--- config.mk ---
export PLATFORM = sky130hd
export DESIGN_NAME = depth_line_buffer
export DESIGN_NICKNAME = d
export VERILOG_FILES = /design/src/rtl/depth_line_buffer_pkg.sv /design/src/rtl/depth_line_buffer_col_select.sv /design/src/rtl/depth_line_buffer.sv
export SDC_FILE = /design/constraint.sdc
export NUM_CORES = 1
export LEC_CHECK = 0
export CAP_MARGIN = 40
export CORE_UTILIZATION = 45
export CTS_BUF_LIST = sky130_fd_sc_hd__clkbuf_8
export DETAILED_ROUTE_END_ITERATION = 6
export DONT_BUFFER_PORTS = 1
export PLACE_DENSITY = 0.64
export SLEW_MARGIN = 20
export SYNTH_ARGS = -nofsm -noshare
export SYNTH_HDL_FRONTEND = slang
export SYNTH_SLANG_ARGS = --single-unit
--- constraint.sdc ---
create_clock -name clk -period 1.95 [get_ports clk]
set_clock_uncertainty 0.05 [all_clocks]
set_input_delay 0.39 -clock clk [delete_from_list [all_inputs] [get_ports clk]]
set_output_delay 0.39 -clock clk [all_outputs]
set_load 0.005 [all_outputs]
--- src/rtl/depth_line_buffer_pkg.sv ---
// ---------------------------------------------------------------------------
// depth_line_buffer_pkg : shared depth-line constants, FSM states, column map
// Revision 1.0
// ---------------------------------------------------------------------------
`default_nettype none

package depth_line_buffer_pkg;

   localparam int COLS   = 32;
   localparam int DW     = 2;
   localparam int LINE_W = COLS * DW;
   localparam int CNT_W  = 6;
   localparam int COL_W  = $clog2(COLS);

   localparam logic [CNT_W-1:0] CNT_MAX = '1;

   typedef enum logic [1:0] {
      IDLE      = 2'd0,
      ACCUM     = 2'd1,
      SWAP_WAIT = 2'd2
   } state_e;

   // Same column-to-bit rule the mask generator uses to place a distance.
   function automatic int unsigned col_offset(input logic [COL_W-1:0] col);
      return DW * int'(col);
   endfunction

endpackage

`default_nettype wire

--- src/rtl/depth_line_buffer_col_select.sv ---
// ---------------------------------------------------------------------------
// depth_col_select : registered column-read mux over the display line
// Revision 1.0
// ---------------------------------------------------------------------------
`default_nettype none

module depth_col_select
   import depth_line_buffer_pkg::*;
(
   input  logic              clk,
   input  logic              reset,
   input  logic [LINE_W-1:0] disp_i,
   input  logic [COL_W-1:0]  rd_col_i,
   output logic [DW-1:0]     rd_dist_o
);

   logic [DW-1:0] rd_dist_q;

   always_ff @(posedge clk) begin
      if (reset) begin
         rd_dist_q <= '0;
      end else begin
         rd_dist_q <= disp_i[col_offset(rd_col_i) +: DW];
      end
   end

   assign rd_dist_o = rd_dist_q;

endmodule

`default_nettype wire

--- src/rtl/depth_line_buffer.sv ---
// ---------------------------------------------------------------------------
// depth_line_buffer : accumulates column masks into a line, double-buffers it
// Revision 1.0
// ---------------------------------------------------------------------------
`default_nettype none

module depth_line_buffer
   import depth_line_buffer_pkg::*;
(
   input  logic              clk,
   input  logic              reset,
   input  logic              line_start,
   input  logic [LINE_W-1:0] mask_in,
   input  logic              mask_valid,
   output logic              mask_ready,
   input  logic              line_done,
   output logic              line_ready,
   input  logic              line_ack,
   input  logic [COL_W-1:0]  rd_col,
   output logic [DW-1:0]     rd_dist,
   output logic [CNT_W-1:0]  line_count,
   output logic              overlap_err
);

   state_e              state_q;
   logic [LINE_W-1:0]   work_q;
   logic [LINE_W-1:0]   disp_q;
   logic [CNT_W-1:0]    cnt_q;
   logic [CNT_W-1:0]    line_count_q;
   logic                line_ready_q;
   logic                overlap_q;

   logic                accept;
   logic                buf_free;
   logic [LINE_W-1:0]   work_d;
   logic [CNT_W-1:0]    cnt_d;

   assign mask_ready = (state_q == ACCUM);
   assign accept     = mask_valid & mask_ready;
   assign buf_free   = ~line_ready_q | line_ack;

   // Line contents as they stand after this cycle's mask, so a mask arriving
   // together with line_done is part of the published line.
   assign work_d = accept ? (work_q | mask_in) : work_q;
   assign cnt_d  = (accept && cnt_q != CNT_MAX) ? cnt_q + 1'b1 : cnt_q;

   always_ff @(posedge clk) begin
      if (reset) begin
         state_q      <= IDLE;
         work_q       <= '0;
         disp_q       <= '0;
         cnt_q        <= '0;
         line_count_q <= '0;
         line_ready_q <= 1'b0;
         overlap_q    <= 1'b0;
      end else begin
         if (line_ack) begin
            line_ready_q <= 1'b0;
         end
         case (state_q)
            IDLE: begin
               if (line_start) begin
                  work_q    <= '0;
                  cnt_q     <= '0;
                  overlap_q <= 1'b0;
                  state_q   <= ACCUM;
               end
            end
            ACCUM: begin
               if (line_start) begin
                  work_q    <= '0;
                  cnt_q     <= '0;
                  overlap_q <= 1'b0;
               end else begin
                  work_q <= work_d;
                  cnt_q  <= cnt_d;
                  if (accept && |(work_q & mask_in)) begin
                     overlap_q <= 1'b1;
                  end
                  if (line_done) begin
                     if (buf_free) begin
                        disp_q       <= work_d;
                        line_count_q <= cnt_d;
                        line_ready_q <= 1'b1;
                        state_q      <= IDLE;
                     end else begin
                        state_q <= SWAP_WAIT;
                     end
                  end
               end
            end
            SWAP_WAIT: begin
               if (line_ack) begin
                  disp_q       <= work_q;
                  line_count_q <= cnt_q;
                  line_ready_q <= 1'b1;
                  state_q      <= IDLE;
               end
            end
            default: state_q <= IDLE;
         endcase
      end
   end

   depth_col_select u_col_select (
      .clk       (clk),
      .reset     (reset),
      .disp_i    (disp_q),
      .rd_col_i  (rd_col),
      .rd_dist_o (rd_dist)
   );

   assign line_ready  = line_ready_q;
   assign line_count  = line_count_q;
   assign overlap_err = overlap_q;

endmodule

`default_nettype wire

==> metrics.md <==
| Metric | Value |
|---|---|
| IO Count | `86` |
| Seq/Total Area, Yosys | `46.2%` |
| Compound-Gate Fraction of Synth Area | `28.5%` |
| Leakage power | `2.49 nW` |
| Num rows | `42` |
| Hold WS | `-38.5 ps` |
| DR WL/cell | `20.2 um` |
| Syn_nets | `765` |
| Vias in the first global route | `5040` |
| Initial antenna violation count | `0` |
| Grt met1 use | `30.5%` |
| Most frequent cells in the layout | `dfxtp_1, nor2_1, a21oi_1` |
| Simple-Gate Fraction of Synth Area | `11.9%` |
| Slew headroom | `slightly above 70%` |
| Final setup viols | `0` |
| DRC | `0` |
| DP Area | `~6500 um^2` |
| Post-synth top flop | `dfxtp_1` |
| Hold Vio Cnt, Final | `9` |
| WS Path Type | `reg -> reg` |
| Synth Warn # | `0` |
| Final period utilization | `98.5%` |
| Gr ovfl total | `0` |
| Most Crowded Layer GR | `met2` |
| Placement Setup Slack | `-103 ps` |
| Mean Syn Cell Area | `around 9.2 um^2` |
| Die height | `about 120 um` |
| Maximum operating frequency | `521 MHz` |
| Detail Route Antenna Nets | `0` |
| Cell area after synthesis | `6320 um^2` |
| Worst slew pin tran | `424 ps` |
| RePlAce Congestion | `0.897` |
| Maximum fanout along the worst path | `13` |
| Die area | `14500 um^2` |
| Synth cell types | `50` |
| Slew Limit Fails | `0` |
| Area growth from synthesis to layout | `13.5%` |
| Synth Area in XOR/XNOR | `0.139%` |
| All-Layer GR Usage | `24.5%` |
| Post-Synthesis Cells | `~690` |
| Via count | `5328` |
| PD cells | `a little under 1000 nW/um^2` |
| Initial Utilization | `47.0%` |
| Total power | `6.90 mW` |
| Layout cells sized above 1 | `around 15%` |
| Worst-path clk slew | `approximately 80 ps` |
| Clk_lat worst skew | `450 ps` |
| Number of port buffers | `0` |
| Root Buffer | `clkbuf_8` |
| Post-synthesis mux area share | `~7.5%` |
| Largest net degree at the start of global routing | `85` |
| Post-route non-filler standard cell count | `869` |
| Avg Vias per Cell | `6.13` |
| Max H-tree Level | `4` |
| Commonest non-fill, non-tap cell in the layout | `dfxtp_1` |
| Fin crit period | `about 1900 ps` |
| Inst Count DP | `between 800 and 900` |
| Final nets | `759` |
| Peak supply drop | `approximately 0.0005 V` |
| Max-cap check violation count | `0` |
| Die width | `121 um` |
| Ys async rst share | `0%` |
| Final HPWL DP | `11.8 mm` |
| # diodes | `0` |
| Violated checks | `negative hold slack` |
| 1st-iter DRT viols | `387` |
| 1st-pass router iterations | `5` |
| GRT met3 Usage | `7.55%` |
| Element type at the critical path end | `flip-flop` |
| Largest family of logic cells by synthesized area | `compound AO/OA/AOI/OAI gates` |
| Num CTS Buffers | `17` |
| Setup WS post-layout | `30.0 ps` |
| CP required | `between 2000 and 2500 ps` |
| Number of synthesized flops with an enable pin | `0` |
| Longest Clk Path Bufs | `2` |
| HP Class | `in -> reg` |
| Startpoint types | `flip-flop` |
| Synth Area in Adders | `less than 1%` |
| Crit path DAT | `2240 ps` |
| Global-route wire length before repair | `roughly 27 mm` |
| Core ar. | `13500 um^2` |
| Global-route track usage on met2 | `38.8%` |
| Cell area after layout | `7170 um^2` |
| DRT Wirelength | `roughly 18 mm` |
| Clock sinks | `approximately 150` |
| Synthesized flop and latch total | `146` |
| Status | `finished with violations` |
| TritonCTS clock tree | `done` |
| Unrepaired setup endpoints after global routing | `yes` |
## worst max-delay path, cell delays in order, from the launching register on
cell and delay, ps:
dfxtp_2 370, inv_1 70, ha_1 200, nor2b_1 150, a21oi_2 140, o211a_4 300, buf_12 160, clkbuf_16 170
nor2_1 60, a211oi_2 180
## area by class of cell
| type | instances | area [um^2] |
|---|---|---|
| Clock inverter | 13 | 190 |
| Sequential cell | 146 | 2920 |
| Clock buffer | 19 | 262 |
| Inverter | 8 | 30.0 |
| Tap cell | 176 | 220 |
| Multi-Input combinational cell | 478 | 3170 |
| Fill cell | 1236 | 6280 |
| Timing Repair Buffer | 29 | 374 |
## registers in the layout, summed over array words and instances, names as in the netlist
signal / cells
disp_q: 64
line_count: 6
u_col_select.rd_dist_o: 2
overlap_err: 1
state_q: 2
work_q: 64
cnt_q: 6
line_ready: 1
## cell usage after synthesis (2+ instances only)
| cell type | n | share of area [%] |
|---|---|---|
| buf_1 | 5 | 0.30 |
| a22o_1 | 16 | 2.2 |
| a21oi_1 | 135 | 11 |
| o211a_1 | 4 | 0.63 |
| a21oi_2 | 2 | 0.28 |
| mux2_2 | 2 | 0.36 |
| a2bb2oi_1 | 3 | 0.42 |
| nand2b_1 | 2 | 0.20 |
| a221oi_1 | 16 | 2.2 |
| a211oi_1 | 58 | 6.9 |
| inv_1 | 8 | 0.48 |
| clkbuf_1 | 21 | 1.2 |
| nor2_1 | 140 | 8.3 |
| o2111ai_1 | 2 | 0.28 |
| buf_6 | 6 | 1.1 |
| mux4_1 | 5 | 2.1 |
| nor3_1 | 3 | 0.24 |
| mux2i_1 | 7 | 1.1 |
| o21ai_0 | 2 | 0.16 |
| a21o_1 | 5 | 0.59 |
| buf_4 | 4 | 0.48 |
| nand3_1 | 4 | 0.32 |
| a211oi_2 | 12 | 2.4 |
| nor2b_1 | 3 | 0.30 |
| nand4_1 | 7 | 0.69 |
| ha_1 | 4 | 0.79 |
| dfxtp_1 | 146 | 46 |
| o31a_1 | 2 | 0.28 |
| nand2_1 | 13 | 0.77 |
| mux4_2 | 11 | 3.9 |
| nand3b_1 | 2 | 0.24 |
| buf_2 | 18 | 1.4 |
## routing by layer
metal / up-vias / routed length [um]
met5: - / 0
met3: 35 / 1320
met2: 200 / 8240
li1: 2528 / -
met1: 2565 / 7530
met4: 0 / 488
## report_power, final
group	internal [mW]	leakage (nW)	switching, mW	total [mW]
clock	1.57	0.238	1.11	2.68
sequential	3.16	1.19	0.129	3.29
combinational	0.446	1.06	0.478	0.925
## final timing paths
path | slack [ps] | endpoint | cells after the start | from
hold / removal | -40 | cnt_q[5] | 1 | reset
setup reg to reg | 30 | disp_q[53] | 9 | state_q[0]
hold reg to reg | 440 | line_count[2] | 2 | line_count[2]
setup / recovery | 30 | disp_q[53] | 9 | state_q[0]
## per-stage QoR
stage,TNS [ps],util [%]
final,0,53.3
after detailed placement,-105,48.5
after global placement,-127,48.5
after global routing,-64.4,53.3
after floorplan,0,-
after CTS,0,52.0
## cell families (layout without fill, tap and decap cells)
logic type	after synthesis	in the layout
and+or+nand+nor	180	180
xor gates and xnor gates	1	1
AOI/OAI and AO/OA	268	268
adders and majority gates	4	4
DFF	146	146
muxes	25	25
buffers and inverters	62	69
## repair_timing
action,4_1_cts,5_1_grt
setup endpoints to repair,3,62
hold endpoints to repair,80,80
pin swaps,1,3
cloned,0,4
resized for setup,3,9
buffers inserted,0,4
Power figures use the tool's default switching activity.
